**config.mk**
```make
export PLATFORM = sky130hd
export DESIGN_NAME = mem_arbiter
export DESIGN_NICKNAME = d
export VERILOG_FILES = /design/src/rtl/mem_arbiter.sv
export SDC_FILE = /design/constraint.sdc
export NUM_CORES = 1
export LEC_CHECK = 0
export CAP_MARGIN = 40
export CORE_AREA = 2 2 56 58
export DETAILED_ROUTE_END_ITERATION = 7
export DIE_AREA = 0 0 58 60
export HOLD_SLACK_MARGIN = 0.15
export PLACE_DENSITY = 0.71
export SLEW_MARGIN = 20
export SYNTH_ARGS = -nofsm -noshare
export SYNTH_HDL_FRONTEND = slang
export SYNTH_SLANG_ARGS = --single-unit
```
**constraint.sdc**
```tcl
create_clock -name clk -period 1.2 [get_ports clk]
set_clock_uncertainty 0.1 [all_clocks]
set_input_delay 0.24 -clock clk [delete_from_list [all_inputs] [get_ports clk]]
set_output_delay 0.24 -clock clk [all_outputs]
set_load 0.02 [all_outputs]
```
**src/rtl/mem_arbiter.sv**
```systemverilog
// Two-port arbiter in front of a single-port RAM: IDLE -> ACCESS -> DONE, one access per 3 cycles.
// Define MEM_ARB_RR_EN for round-robin tie-break; default build is fixed priority (port 0 wins).
module mem_arbiter #(
    parameter int ADDR_W = 4,
    parameter int DATA_W = 4
) (
    input  logic              clk,
    input  logic              rst,
    input  logic              req0,
    input  logic              req1,
    input  logic              we0,
    input  logic              we1,
    input  logic [ADDR_W-1:0] addr0,
    input  logic [ADDR_W-1:0] addr1,
    input  logic [DATA_W-1:0] wdata0,
    input  logic [DATA_W-1:0] wdata1,
    output logic              ack0,
    output logic              ack1,
    output logic [DATA_W-1:0] rdata0,
    output logic [DATA_W-1:0] rdata1,
    output logic              ram_cs,
    output logic              ram_write_en,
    output logic [ADDR_W-1:0] ram_addr,
    output logic [DATA_W-1:0] ram_din,
    input  logic [DATA_W-1:0] ram_dout
);

    typedef enum logic [1:0] {IDLE, ACCESS, DONE} state_e;

    state_e              state_q, state_d;
    logic                win_q, win_d;
    logic                we_q, we_d;
    logic [ADDR_W-1:0]   ram_addr_q, ram_addr_d;
    logic [DATA_W-1:0]   ram_din_q, ram_din_d;
    logic                ram_cs_q, ram_cs_d;
    logic                ram_we_n_q, ram_we_n_d;
    logic                ack0_q, ack0_d, ack1_q, ack1_d;
    logic [DATA_W-1:0]   rdata0_q, rdata0_d, rdata1_q, rdata1_d;
    logic                grant_valid;
    logic                grant_id;

    assign grant_valid = req0 | req1;

`ifdef MEM_ARB_RR_EN
    // prio_q names the port that wins the next tie; it flips to the loser on every grant.
    logic prio_q, prio_d;

    always_comb begin
        prio_d   = prio_q;
        grant_id = (req0 && req1) ? prio_q : req1;
        if (state_q == IDLE && grant_valid) prio_d = ~grant_id;
    end

    always_ff @(posedge clk) begin
        if (rst) prio_q <= 1'b0;
        else     prio_q <= prio_d;
    end
`else
    // Only meaningful when grant_valid: port 0 wins whenever it asks.
    assign grant_id = ~req0;
`endif

    // NOTE: sequential state uses <= so every register samples pre-edge values together.
    always_ff @(posedge clk) begin
        if (rst) state_q <= IDLE;
        else     state_q <= state_d;
    end

    always_comb begin
        state_d = state_q;
        case (state_q)
            IDLE:    if (grant_valid) state_d = ACCESS;
            ACCESS:  state_d = DONE;
            DONE:    state_d = IDLE;
            default: state_d = IDLE;
        endcase
    end

    always_comb begin
        // NOTE: every _d starts from a default so no branch can infer a latch.
        win_d      = win_q;
        we_d       = we_q;
        ram_addr_d = ram_addr_q;
        ram_din_d  = ram_din_q;
        ram_cs_d   = 1'b0;
        ram_we_n_d = 1'b1;
        ack0_d     = 1'b0;
        ack1_d     = 1'b0;
        rdata0_d   = rdata0_q;
        rdata1_d   = rdata1_q;
        case (state_q)
            IDLE: begin
                if (grant_valid) begin
                    win_d      = grant_id;
                    we_d       = grant_id ? we1 : we0;
                    ram_addr_d = grant_id ? addr1 : addr0;
                    ram_din_d  = grant_id ? wdata1 : wdata0;
                    ram_cs_d   = 1'b1;
                    ram_we_n_d = ~we_d;
                end
            end
            ACCESS: begin
                ack0_d = ~win_q;
                ack1_d = win_q;
                if (!we_q) begin
                    if (win_q) rdata1_d = ram_dout;
                    else       rdata0_d = ram_dout;
                end
            end
            default: ;
        endcase
    end

    always_ff @(posedge clk) begin
        if (rst) begin
            win_q      <= 1'b0;
            we_q       <= 1'b0;
            ram_addr_q <= '0;
            ram_din_q  <= '0;
            ram_cs_q   <= 1'b0;
            ram_we_n_q <= 1'b1;
            ack0_q     <= 1'b0;
            ack1_q     <= 1'b0;
            rdata0_q   <= '0;
            rdata1_q   <= '0;
        end else begin
            win_q      <= win_d;
            we_q       <= we_d;
            ram_addr_q <= ram_addr_d;
            ram_din_q  <= ram_din_d;
            ram_cs_q   <= ram_cs_d;
            ram_we_n_q <= ram_we_n_d;
            ack0_q     <= ack0_d;
            ack1_q     <= ack1_d;
            rdata0_q   <= rdata0_d;
            rdata1_q   <= rdata1_d;
        end
    end

    assign ack0         = ack0_q;
    assign ack1         = ack1_q;
    assign rdata0       = rdata0_q;
    assign rdata1       = rdata1_q;
    assign ram_cs       = ram_cs_q;
    assign ram_write_en = ram_we_n_q;
    assign ram_addr     = ram_addr_q;
    assign ram_din      = ram_din_q;

endmodule

```
==> run metrics <==
full die area 0.003480 mm^2; Pins Over Slew Limit 0; Critical Path RT 1320 ps; Tcrit/Tclk final 1.053; count of final hold-check violations 0; largest net degree at the start of global routing 14; clock root buffer clkbuf_4; post-route ant nets 0; crit path launch win_q; Clk pin slew, worst setup/hold paths 130 ps; syn avg cell area 10.94 um^2; CP delay by family, top flip-flops; DR pass1 iterations 3; Initial DRC Count 24; Arr. time, crit path 1380 ps; r2r startpoint win_q; vias post-DR 853; site row count 20; core area 0.002903 mm^2; wire per inst 13.29 um; layout filler cell count 260; CP Class reg -> reg; Cell Area, Synth 973.4 um^2; CP Capture Type register; Yosys reg bits 24; CP startpoint kind register; Crit path depth 4; global route overflow 0; Largest stage delay, worst path 390 ps; sequential area share after synthesis 0.4936; Tmin final 1264 ps; Multi-input gate area 515.5 um^2; Max Fanout on Critical Path 4; Reg2Reg Capture Point rdata1[1]; Num CTS Buffers 3; dpl ws -523.7 ps; share of cells above drive strength 1 0.5068; Finished Layout Cells 181; adder-cell share of the synthesized area 0; commonest non-fill, non-tap cell in the layout buf_4; R2R Setup Slk -60 ps; worst vdd ir 0.6356 mV; failing checks negative setup slack; Pwr Density 1147 mW/mm^2; final setup violation count 16; RSZ-0062 raised after global routing true; vias in the first global route 911; GP Congestion 0.6743; Compound-Gate Fraction of Synth Area 0.1748; DR vias/cell 4.713; most frequent cells in the layout 28 x buf_4, 24 x clkdlybuf4s50_1, 17 x mux2i_1; area delta synth->final 65.94%; mux cell area share after synthesis 0.1748; FF+latch area 499.2 um^2; Starting Density 0.3353; Placed Instances 177; Overall Global Routing Usage 0.1431; Die H 60 um; Synth Area in Simple Gates 0.1221; total of max-cap violations 0; initial antenna violation count 0; Lkg Pwr 0.6715 nW; slew of the pin with the lowest slew margin 235.2 ps; I/O Pins 46; Worst Setup EP rdata1[1]; clock sinks 24; Syn Nets 115; slowest stage cell, crit path dfxtp_4; HPWL Detailed 1788 um; fmax 791.2 MHz; diode count 0; drt total wl 2405 um; final setup margin -63.97 ps; Residual DRC 0; IO Port Bufs 45; Clock Path Buffers 2; post-CTS repair timing setup buffer count 0; xor and xnor area share after synthesis 0; largest family of logic cells by synthesized area multiplexers; CTS tree done; Mapped Cells 89; Worst-Skew Late Latency 310 ps; status finished with violations; Ys Warns 0; buffers and inverters on the worst path 1; Yosys cell types 16; CTS H-tree depth 1; Hold-fix buffers, CTS 0; Worst Reg-to-Reg Cells 4; global-route wire length before repair 3857 um; Layout Nets 175; Slew headroom 0.8387; crit-path cells nor4bb_4 > buf_4 > mux2i_1 > nor2_1; worst min path class in -> reg; die extent in x 58 um
cells by family after synthesis:
| logic type | count (synthesis) |
|---|---|
| AOI/OAI and AO/OA | 20 |
| buffers and inverters | 7 |
| DFF | 24 |
| muxes | 17 |
| and+or+nand+nor | 21 |
metrics by stage:
step	TNS (ps)	util	area [um^2]	hold WS, ps	total power, mW
2_1_floorplan	-31.42	-	975.9	204.6	1.161
3_3_place_gp	-7086	0.5379	1562	378.9	1.420
3_5_place_dp	-7526	0.5379	1562	388.2	1.430
4_1_cts	-525.0	0.5315	1543	351.7	1.833
5_1_grt	-1597	0.5565	1615	388.6	1.958
6_report	-592.5	0.5565	1615	386.2	1.853
layer usage:
layer	track usage	routed length, um	part of all wire
met5	0	0	0
met4	0.04983	0	0
met3	0.03030	199	0.083
met1	0.1607	996	0.41
met2	0.2662	1209	0.50
worst reg2reg max path, stage by stage, from the launching register on:
cell      delay, ps
dfxtp_4         390
nor4bb_4        270
buf_4           180
mux2i_1         200
nor2_1           50
Yosys cell counts:
cell,number,share of area
nor4bb_1,1,0.010
and2_1,2,0.013
buf_2,6,0.031
clkbuf_1,1,0.0039
mux2i_1,17,0.17
nor4b_4,1,0.024
nand2b_1,1,0.0064
nor3_1,1,0.0051
a211oi_2,9,0.12
a21oi_1,10,0.051
a211oi_1,1,0.0077
nor2_1,12,0.046
or2_1,1,0.0064
nand2_1,1,0.0039
dfxtp_1,24,0.49
or3_1,1,0.0064
where the power goes:
| group | internal [mW] | switching [mW] | total [mW] |
|---|---|---|---|
| combinational | 0.288 | 0.244 | 0.532 |
| clock | 0.185 | 0.227 | 0.413 |
| sequential | 0.865 | 0.0427 | 0.908 |
| total | 1.34 | 0.514 | 1.85 |
registers in the layout, indices dropped and copies added, names as in the netlist:
| register | cells |
|---|---|
| ram_cs | 1 |
| ram_din | 4 |
| ram_write_en | 1 |
| state_q | 2 |
| ram_addr | 4 |
| ack0 | 1 |
| rdata0 | 4 |
| rdata1 | 4 |
| we_q | 1 |
| win_q | 1 |
| ack1 | 1 |
how the worst min path moves through the flow:
stage               startpoint     endpoint  cells after the start
floorplan                  rst  ram_addr[3]                      1
finish                    req0        win_q                      3
global route              req0        win_q                      3
detailed placement   rdata0[1]    rdata0[1]                      2
global placement     rdata1[3]    rdata1[3]                      2
CTS                       req0        win_q                      3
timing repair:
| item | CTS | global route |
|---|---|---|
| setup endpoints to repair | 39 | 34 |
| pin swaps | 2 | 3 |
| gates resized for setup | 96 | 28 |
layout make-up:
| class | count | share of cell area |
|---|---|---|
| Multi-Input combinational cell | 58 | 0.3191 |
| Timing Repair Buffer | 62 | 0.3238 |
| Clock buffer | 4 | 0.02246 |
| Sequential cell | 24 | 0.3091 |
| Tap cell | 33 | 0.02556 |
(Power assumes the default switching activity.)
